File: src/rtl/pid_cfg_sequencer.sv
// Replays a small table of (address, data) writes onto a PID register bus, one
// entry at a time, with ack/timeout supervision and a programmable gap after each ack.
module pid_cfg_sequencer #(
    parameter int AW  = 32,
    parameter int DW  = 32,
    parameter int NE  = 8,
    parameter int TMO = 255
) (
    input  logic                  clk,
    input  logic                  rstn,
    input  logic                  tbl_wen,
    input  logic [$clog2(NE)-1:0] tbl_idx,
    input  logic [AW-1:0]         tbl_addr,
    input  logic [DW-1:0]         tbl_data,
    input  logic [$clog2(NE):0]   cfg_len,
    input  logic [15:0]           cfg_dwell,
    input  logic                  start,
    input  logic                  abort,
    output logic                  busy,
    output logic                  done,
    output logic                  err,
    output logic [$clog2(NE)-1:0] err_idx,
    output logic                  m_wen,
    output logic [AW-1:0]         m_addr,
    output logic [DW-1:0]         m_wdata,
    input  logic                  m_ack,
    input  logic                  m_err
);

    localparam int IW = $clog2(NE);
    localparam int LW = IW + 1;
    localparam int CW = ($clog2(TMO + 1) > 16) ? $clog2(TMO + 1) : 16;

    typedef enum logic [1:0] {IDLE, ISSUE, WAIT, DWELL} state_t;

    state_t        state_q;
    logic [AW-1:0] tbl_addr_q [NE];
    logic [DW-1:0] tbl_data_q [NE];
    logic [IW-1:0] idx_q;
    logic [IW-1:0] idx_d;
    logic [LW-1:0] len_q;
    logic [15:0]   dwell_q;
    logic [CW-1:0] cnt_q;
    logic          abort_pend_q;
    logic          done_q;
    logic          err_q;
    logic [IW-1:0] err_idx_q;
    logic          m_wen_q;
    logic [AW-1:0] m_addr_q;
    logic [DW-1:0] m_wdata_q;
    logic          len_ok;
    logic          last_entry;

    assign len_ok     = (cfg_len != '0) && (cfg_len <= LW'(NE));
    assign last_entry = ({1'b0, idx_q} == (len_q - LW'(1)));
    assign idx_d      = idx_q + IW'(1);

    always_ff @(posedge clk or negedge rstn) begin
        if (!rstn) begin
            for (int i = 0; i < NE; i++) begin
                tbl_addr_q[i] <= '0;
                tbl_data_q[i] <= '0;
            end
        end else if (tbl_wen && (state_q == IDLE)) begin
            tbl_addr_q[tbl_idx] <= tbl_addr;
            tbl_data_q[tbl_idx] <= tbl_data;
        end
    end

    // m_wen is raised on the edge that enters ISSUE, so the strobe is visible
    // during the ISSUE cycle; the timeout count starts on that same cycle.
    always_ff @(posedge clk or negedge rstn) begin
        if (!rstn) begin
            state_q      <= IDLE;
            idx_q        <= '0;
            len_q        <= '0;
            dwell_q      <= '0;
            cnt_q        <= '0;
            abort_pend_q <= 1'b0;
            done_q       <= 1'b0;
            err_q        <= 1'b0;
            err_idx_q    <= '0;
            m_wen_q      <= 1'b0;
            m_addr_q     <= '0;
            m_wdata_q    <= '0;
        end else begin
            m_wen_q <= 1'b0;
            done_q  <= 1'b0;
            unique case (state_q)
                IDLE: begin
                    abort_pend_q <= 1'b0;
                    if (start && !abort) begin
                        if (len_ok) begin
                            len_q     <= cfg_len;
                            dwell_q   <= cfg_dwell;
                            err_q     <= 1'b0;
                            err_idx_q <= '0;
                            idx_q     <= '0;
                            m_wen_q   <= 1'b1;
                            m_addr_q  <= tbl_addr_q[0];
                            m_wdata_q <= tbl_data_q[0];
                            cnt_q     <= CW'(TMO);
                            state_q   <= ISSUE;
                        end else begin
                            err_q     <= 1'b1;
                            err_idx_q <= '0;
                        end
                    end
                end
                ISSUE: begin
                    cnt_q   <= cnt_q - CW'(1);
                    state_q <= abort ? IDLE : WAIT;
                end
                WAIT: begin
                    if (abort) abort_pend_q <= 1'b1;
                    if (m_ack) begin
                        if (m_err) begin
                            err_q     <= 1'b1;
                            err_idx_q <= idx_q;
                            state_q   <= IDLE;
                        end else if (last_entry) begin
                            done_q  <= 1'b1;
                            state_q <= IDLE;
                        end else if (abort || abort_pend_q) begin
                            state_q <= IDLE;
                        end else if (dwell_q == 16'd0) begin
                            idx_q     <= idx_d;
                            m_wen_q   <= 1'b1;
                            m_addr_q  <= tbl_addr_q[idx_d];
                            m_wdata_q <= tbl_data_q[idx_d];
                            cnt_q     <= CW'(TMO);
                            state_q   <= ISSUE;
                        end else begin
                            cnt_q   <= CW'(dwell_q - 16'd1);
                            state_q <= DWELL;
                        end
                    end else if (cnt_q <= CW'(1)) begin
                        err_q     <= 1'b1;
                        err_idx_q <= idx_q;
                        state_q   <= IDLE;
                    end else begin
                        cnt_q <= cnt_q - CW'(1);
                    end
                end
                DWELL: begin
                    if (abort) begin
                        state_q <= IDLE;
                    end else if (cnt_q == '0) begin
                        idx_q     <= idx_d;
                        m_wen_q   <= 1'b1;
                        m_addr_q  <= tbl_addr_q[idx_d];
                        m_wdata_q <= tbl_data_q[idx_d];
                        cnt_q     <= CW'(TMO);
                        state_q   <= ISSUE;
                    end else begin
                        cnt_q <= cnt_q - CW'(1);
                    end
                end
            endcase
        end
    end

    assign busy    = (state_q != IDLE);
    assign done    = done_q;
    assign err     = err_q;
    assign err_idx = err_idx_q;
    assign m_wen   = m_wen_q;
    assign m_addr  = m_addr_q;
    assign m_wdata = m_wdata_q;

endmodule

File: config.mk
export PLATFORM = sky130hd
export DESIGN_NAME = pid_cfg_sequencer
export DESIGN_NICKNAME = d
export VERILOG_FILES = /design/src/rtl/pid_cfg_sequencer.sv
export SDC_FILE = /design/constraint.sdc
export NUM_CORES = 1
export LEC_CHECK = 0
export BUFFER_PORTS_ARGS = -buffer_cell sky130_fd_sc_hd__buf_2
export CAP_MARGIN = 20
export CELL_PAD_IN_SITES_DETAIL_PLACEMENT = 1
export CELL_PAD_IN_SITES_GLOBAL_PLACEMENT = 1
export CORE_MARGIN = 1.5
export CORE_UTILIZATION = 45
export DETAILED_ROUTE_END_ITERATION = 12
export PLACE_DENSITY_LB_ADDON = 0.1
export SYNTH_ARGS = -nofsm -noshare
export SYNTH_HDL_FRONTEND = slang
export SYNTH_SLANG_ARGS = --single-unit
File: constraint.sdc
create_clock -name clk -period 5.69 [get_ports clk]
set_clock_uncertainty 0.15 [all_clocks]
set_input_delay 0.2845 -clock clk [delete_from_list [all_inputs] [get_ports clk]]
set_output_delay 0.2845 -clock clk [all_outputs]
set_load 0.05 [all_outputs]
==> results of run 1 <==
==> layer usage <==
layer / vias up / part of all wire (%)
met5: - / 0.042
met4: 6 / 2.0
met3: 104 / 3.4
met2: 247 / 49
met1: 9376 / 46
li1: 7640 / -
==> power groups by stage <==
stage	Combinational, W	Clock (W)	Sequential, W
2_1_floorplan	0.00563	0	0.00829
3_3_place_gp	0.00768	0	0.00794
3_5_place_dp	0.00794	0	0.00810
4_1_cts	0.00803	0.00475	0.00805
5_1_grt	0.00856	0.00492	0.00834
6_report	0.00790	0.00462	0.00804
==> layout by cell type, fill, tap and decap left out, types with 8 or more instances in the layout <==
| cell | count |
|---|---|
| a21oi_1 | 22 |
| buf_12 | 12 |
| buf_2 | 163 |
| buf_4 | 17 |
| clkbuf_1 | 18 |
| clkbuf_16 | 74 |
| clkbuf_8 | 16 |
| clkinv_2 | 8 |
| dfrtp_1 | 623 |
| dlygate4sd3_1 | 88 |
| ha_1 | 9 |
| inv_1 | 16 |
| mux2_2 | 564 |
| mux2_4 | 30 |
| mux2i_1 | 64 |
| mux4_2 | 128 |
| nand2_1 | 94 |
| nand3_1 | 13 |
| nor2_1 | 31 |
| nor3_1 | 15 |
| o21ai_0 | 94 |
| xnor2_1 | 9 |
==> registers in the layout (all words and copies together), names as in the netlist <==
name,cells
m_wen,1
idx_q,3
done,1
m_addr,32
len_q,4
cnt_q,16
dwell_q,16
err_idx,3
tbl_addr_q,256
err,1
m_wdata,32
abort_pend_q,1
state_q,2
tbl_data_q,256
==> what timing repair did <==
| item | CTS | global route |
|---|---|---|
| endpoints found under the hold margin | 595 | 0 |
| hold buffers | 88 | 0 |
| endpoints found under the setup margin | 0 | 0 |
==> cells by family after synthesis <==
| kind of cell | count (synthesis) | synth area share [%] |
|---|---|---|
| multiplexers | 786 | 36.0 |
| flip-flops | 624 | 54.5 |
| AND/OR/NAND/NOR | 204 | 3.39 |
| AO/OA/AOI/OAI | 157 | 3.15 |
| buffers and inverters | 137 | 1.95 |
| XOR/XNOR | 17 | 0.520 |
| adder cells (fa/ha/maj) | 10 | 0.437 |
==> final cells by class <==
type | count | area, um2
fill | 6018 | 29200
sequential | 624 | 15600
antenna | 4 | 10.0
clock buffer | 108 | 2140
multi-input combinational | 1174 | 12600
clock inverter | 16 | 224
inverter | 16 | 60.1
tap | 846 | 1060
timing repair buffer | 282 | 2110
==> critical path: cells and delay by family (launching register included) <==
family,cells,cell delay (ps)
buf+inv,2,1270
mux,1,420
flops,1,1050
simple gates,2,270
xor+xnor,1,170
compound gates,2,300
==> worst max-delay path by stage <==
stage / startpoint / endpoint / slack, ps / cells past startpoint
after floorplan: dwell_q[0] / idx_q[0] / 3070 / 11
after global placement: idx_q[0] / m_wdata[4] / 1770 / 8
after detailed placement: idx_q[0] / m_wdata[8] / 1760 / 8
after CTS: idx_q[0] / m_wdata[8] / 1750 / 8
after global routing: idx_q[0] / m_wdata[16] / 1570 / 8
final: idx_q[0] / m_wdata[2] / 1880 / 8
==> stage by stage <==
step           utilization, %  power [W]  std cells  area, um2  setup slack [ps]
3_5_place_dp             48.4     0.0160       2853      30500              1760
6_report                 53.6     0.0206       3070      33800              1880
4_1_cts                  53.6     0.0208       3065      33700              1750
2_1_floorplan               -     0.0139       1935      28600              3070
3_3_place_gp             48.4     0.0156       2852      30500              1770
5_1_grt                  53.6     0.0218       3069      33800              1570
==> metrics.md, run 1 <==
| Metric | Value |
|---|---|
| CP Data Arrival Time | 4140 ps |
| Top cell type's share of synthesized area | a little over half |
| HP Class | primary input to async pin |
| Asr flop ratio synth | 100% |
| P_leak | 14.3 nW |
| Startpoint types | register |
| Seq/Total Area, Yosys | a little over half |
| F_max | 262 MHz |
| Sequential group share of total power | roughly two fifths |
| Via density | 5.66 |
| Setup repair bufs after CTS | 0 |
| Critical Path, Cell by Cell | xnor2_1, nor2_1, o21a_1, o21ai_2, nand4_1, buf_4, buf_4, mux2_2 |
| Clock root buffer | clkbuf_16 |
| Drt pass-1 iters | 5 |
| H-tree depth | 3 |
| Worst Path Max Fanout | 48 |
| Met1 Use GR | 31.8% |
| R2R Setup Slk | between 1500 and 2000 ps |
| CTS tree | yes |
| Clk sinks | between 600 and 700 |
| Ports | about 170 |
| Largest stage delay on the critical path | between 1000 and 1500 ps |
| # rows | 92 |
| Clk Latency, worst-skew pair | around 600 ps |
| Post-synthesis net count | 2039 |
| Average size of a mapped cell | between 10 and 15 um2 |
| Crit-path slowest cell | dfrtp_4 |
| Total grt overflow | 0 |
| GR Layer Usage met3 | under 10% |
| RSZ-0062 raised after global routing | false |
| Leading area contributor after synthesis | dfrtp_1 |
| Period utilisation layout | 67.0% |
| WHS | 77.7 ps |
| Area delta synth->final | 17.9% |
| Critical path capture point type | register |
| R2R Path End | m_wdata[2] |
| Max VDD drop | ~0.32 mV |
| Vias | 17400 |
| Number of synthesized register bits | approximately 620 |
| Count leader, synth | dfrtp_1 |
| Die Area | between 0.06 and 0.07 mm2 |
| Total Wirelength | roughly 72000 um |
| Post-synth EDFFs | 0 |
| First-pass GRT wire length | about 110000 um |
| Routability Congestion | approximately 0.75 |
| GR Util All Layers | between 20% and 30% |
| Final Setup Violations | 0 |
| HPWL after DPL | about 40000 um |
| Routed Antenna Nets | 0 |
| Post-cts sizing count | 0 |
| Syn. warnings | 0 |
| Die Y-Extent | approximately 260 um |
| RR Startpoint | idx_q[0] |
| Most instantiated cells after synthesis | 624 x dfrtp_1, 564 x mux2_2, 128 x mux4_2, 95 x o21ai_0, 94 x nand2_1 |
| Post-synth cell types | 54 |
| Clk pwr share | 22.5% |
| Reg2Reg Depth | 8 |
| Slew @ Worst Pin | 1080 ps |
| Final-stage net count | ~2300 |
| Cells after synthesis | just under 2000 |
| Initial DRC count | around 790 |
| Met2 usage | between 30% and 40% |
| Switch share | around 33% |
| PortBufs | 164 |
| Hold Violations, Final | 0 |
| Number of remaining DRC errors | 0 |
| Total CTS buffers | 70 |
| Core area | between 0.06 and 0.07 mm2 |
| Cell Int Power | about 0.014 W |
| Max Slew Vio Count | 0 |
| Pin count of the biggest net entering global routing | 172 |
| Busiest grt layer | met2 |
| Clock buffer depth | 3 |
| Required @ worst endpoint | between 6000 and 7000 ps |
| Die W | ~260 um |
| Post-layout minimum cycle time | between 3000 and 4000 ps |
| Net Switching | roughly 0.0069 W |
| Most frequent CP cell | buf_4 |
| Worst Setup Path Type | register to register |
| Starting Density | between 40 and 50% |
| PD cells | a little over 600 mW/mm2 |
| Max-cap viol count | 0 |
| Number of global-route vias before repair | 19200 |
| Largest cells by area after synthesis | dfrtp_1 55%, mux2_2 22%, mux4_2 10% |
| Initial antenna violation count | 7 |
| DR WL/cell | about 24 um |
| Status | completed |
| Synthesized area | between 0.02 and 0.03 mm2 |
| Synth Flop Type | dfrtp_1 |
| Max_slew headroom | around 28% |
| CTS clk-pin slew, worst paths | about 60 ps |
| Fraction of layout cells with a size suffix above 1 | between 40% and 50% |
| Combinational share of power | roughly two fifths |
| TNS Setup | 0 ps |
Power figures use the tool's default switching activity.
==> inputs of run 2 (changes only) <==
--- a/config.mk
+++ b/config.mk
@@ -5,12 +5,13 @@
 export SDC_FILE = /design/constraint.sdc
 export NUM_CORES = 1
 export LEC_CHECK = 0
+export ABC_AREA = 1
 export BUFFER_PORTS_ARGS = -buffer_cell sky130_fd_sc_hd__buf_2
 export CAP_MARGIN = 20
 export CELL_PAD_IN_SITES_DETAIL_PLACEMENT = 1
 export CELL_PAD_IN_SITES_GLOBAL_PLACEMENT = 1
 export CORE_MARGIN = 1.5
-export CORE_UTILIZATION = 45
+export CORE_UTILIZATION = 42
 export DETAILED_ROUTE_END_ITERATION = 12
 export PLACE_DENSITY_LB_ADDON = 0.1
 export SYNTH_ARGS = -nofsm -noshare
==> constraint.sdc (replaced) <==
create_clock -name clk -period 3.45 [get_ports clk]
set_clock_uncertainty 0.15 [all_clocks]
set_input_delay 0.1725 -clock clk [delete_from_list [all_inputs] [get_ports clk]]
set_output_delay 0.1725 -clock clk [all_outputs]
set_load 0.05 [all_outputs]
==> run 2 against run 1 <==
Sequential share of layout area rose by 0.91 points. Combinational power up 39%. Die area rose by 5.5%. Synthesized cell count is 80% higher.
==> metrics.md, run 2 <==
| Metric | Value |
|---|---|
| Final Setup Violations | 0 (unchanged) |
| RSZ-0062 raised after global routing | false |
| Post-synth EDFFs | 0 (unchanged) |
| Area delta synth->final | 17.4% |
| Required @ worst endpoint | 3840 ps (-2180 ps) |
| Post-layout minimum cycle time | 2800 ps (-1010 ps) |
| Synth Flop Type | dfrtp_1 |
| Leading area contributor after synthesis | dfrtp_1 |
| Core area | 0.0661 mm2 (+5.0%) |
| Seq/Total Area, Yosys | 55.3% (+0.82 points) |
| Setup repair bufs after CTS | 0 (unchanged) |
| Max-cap viol count | 0 (unchanged) |
| Multi-input gate area | 0.0112 mm2 (-10%) |
| Initial antenna violation count | 1 (-6) |
| PortBufs | 164 (unchanged) |
| Final Total Pwr | 0.0308 W (+50%) |
| RR Startpoint | idx_q[0] |
| Clk sinks | 624 (unchanged) |
| H-tree depth | 3 (unchanged) |
| Status | completed |
| Reg2Reg Depth | 8 (unchanged) |
| R2R Path End | m_wdata[10] |
| Count leader, synth | nand2_1 |
| HP Class | primary input to async pin |
| Pin count of the biggest net entering global routing | 146 (-15%) |
| GR Util All Layers | 26.2% (+3.3 points) |
| Routability Congestion | 0.862 (+14%) |
| Most instantiated cells after synthesis | 1038 x nand2_1, 774 x o21ai_0, 624 x dfrtp_1, 343 x nor2_1, 193 x clkbuf_1 |
| Routed Antenna Nets | 0 (unchanged) |
| Fraction of layout cells with a size suffix above 1 | 9.66% (-37 points) |
| Fill cell count | 7925 (+32%) |
| Asr flop ratio synth | 100% (unchanged) |
| Die Y-Extent | 262 um (+2.7%) |
| Clock root buffer | clkbuf_16 |
| Max VDD drop | 0.574 mV (+80%) |
| F_max | 357 MHz (+36%) |
| PD cells | 929 mW/mm2 (+53%) |
| Worst Path Max Fanout | 62 (+29%) |
| Placed inst area | 0.0299 mm2 (-1.9%) |
| Post-route cell area | 0.0331 mm2 (-1.9%) |
| Antenna Cells | 0 (-4) |
| Largest cells by area after synthesis | dfrtp_1 55%, nand2_1 14%, o21ai_0 14% |
| Synthesized area | 0.0282 mm2 (-1.5%) |
| Max Slew Vio Count | 0 (unchanged) |
| Drt pass-1 iters | 5 (unchanged) |
| Total grt overflow | 0 (unchanged) |
| Starting Density | 42.7% (-2.8 points) |
| Final-stage net count | 3715 (+64%) |
| Syn. warnings | 0 (unchanged) |
| Placed Cells incl. Taps | 4313 (+51%) |
| Number of global-route vias before repair | 26600 (+38%) |
| HPWL after DPL | 48500 um (+21%) |
| P_leak | 16.2 nW (+14%) |
| Worst Setup Path Type | register to register |
| Commonest non-fill, non-tap cell in the layout | nand2_1 |
| Post-synthesis net count | 3584 (+76%) |
| Via density | 5.46 (-3.4%) |
| Register area | 0.0156 mm2 (unchanged) |
| Finished Layout Cells | 4528 (+47%) |
| Cells after synthesis | 3480 (+80%) |
| Biggest regs | tbl_addr_q: 256 flops, tbl_data_q: 256 flops |
| Post-synth cell types | 37 (-31%) |
| DR WL/cell | 19.7 um (-17%) |
| Max_slew headroom | 31.2% (+3.0 points) |
| Top cell type's share of synthesized area | 55.3% (+0.82 points) |
| CTS tree | yes |
| CP Data Arrival Time | 3190 ps (-950 ps) |
| Hold Violations, Final | 0 (unchanged) |
| Clk Latency, worst-skew pair | 620 ps (+20 ps) |
| Total Wirelength | 89000 um (+23%) |
| Slew @ Worst Pin | 1030 ps (-44.3 ps) |
| Vias | 24700 (+42%) |
| Die W | 262 um (+2.7%) |
| Ports | 165 (unchanged) |
| CTS clk-pin slew, worst paths | 60 ps (about the same) |
| R2R Setup Slk | 650 ps (-1230 ps) |
| Commonest non-fill, non-tap cells in the layout | 1030 x nand2_1, 774 x o21ai_0, 623 x dfrtp_1, 340 x nor2_1, 163 x buf_2 |
| First-pass GRT wire length | 145000 um (+27%) |
| Startpoint types | register |
| WHS | 1.18 ps (-76.5 ps) |
| Total CTS buffers | 71 (+1.4%) |
| TNS Setup | 0 ps (unchanged) |
| Number of synthesized register bits | 624 (unchanged) |
| Average size of a mapped cell | 8.11 um2 (-45%) |
| Clock buffer depth | 3 (unchanged) |
| # rows | 94 (+2.2%) |
| Initial DRC count | 1509 (+92%) |
| Post-cts sizing count | 0 (unchanged) |
| Number of remaining DRC errors | 0 (unchanged) |
| Period utilisation layout | 81.1% (+14 points) |
| Die Area | 0.0688 mm2 (+5.5%) |
| Critical path capture point type | register |
[run 2: changes by cell type after synthesis, sizes merged, moves of 101 or more]
cell,previous run,this run
nand2,94,1052
mux2,594,4
o22ai,4,128
o21ai,97,795
clkbuf,92,193
inv,16,127
nor2,33,347
mux4,128,0
[run 2: per-layer routing]
metal	track usage [%]	vias to the layer above	routed length, um
met5	0	-	7
li1	-	11700	-
met1	33.9	12500	39400
met3	2.99	156	3070
met2	45.9	427	44200
met4	8.66	2	2320
[run 2: layout make-up]
type,count,area share [%]
clock buffers,113,6.54
inverters,127,1.46
multi-input cells,2491,34.0
repair buffers,296,7.19
well taps,864,3.26
clock inverters,13,0.438
flip-flops and latches,624,47.2
[run 2: cells by family after synthesis]
| logic type | Yosys count | synth area share, % |
|---|---|---|
| AO/OA/AOI/OAI | 955 | 17.6 |
| XOR/XNOR | 16 | 0.497 |
| adder cells (fa/ha/maj) | 10 | 0.443 |
| buffers and inverters | 365 | 5.17 |
| flip-flops | 624 | 55.3 |
| multiplexers | 4 | 0.160 |
| AND/OR/NAND/NOR | 1506 | 20.8 |
[run 2: through the flow]
stage | util, % | setup WS, ps
after global routing | 50.1 | 501
final | 50.1 | 651
after global placement | 45.3 | 749
after floorplan | - | 1230
after CTS | 50.1 | 636
after detailed placement | 45.3 | 663
[run 2: worst max path at each step]
stage,from,end,slack (ps),cells past startpoint
detailed placement,idx_q[0],m_addr[29],660,9
CTS,idx_q[0],m_addr[29],640,9
global placement,idx_q[0],m_addr[29],750,9
global route,idx_q[0],m_wdata[5],500,8
finish,idx_q[0],m_wdata[10],650,8
floorplan,state_q[0],dwell_q[10],1230,9
[run 2: critical path, stage by stage, from the launching register on]
cell and delay (ps):
dfrtp_4 500, buf_4 540, buf_4 670, o21ai_0 220, o22ai_1 210, nand2_1 80
nand3_1 110, nand2_1 60, nand2_1 110
[run 2: report_power, final]
part	internal [W]	switching (W)	total [W]
Clock	0.00440	0.00308	0.00748
Combinational	0.00363	0.00733	0.0110
Sequential	0.0104	0.00189	0.0123
[run 2: repair_timing]
action                                  4_1_cts  5_1_grt
hold buffers                                 89        0
endpoints found under the setup margin        0        0
hold endpoints to repair                    874        0
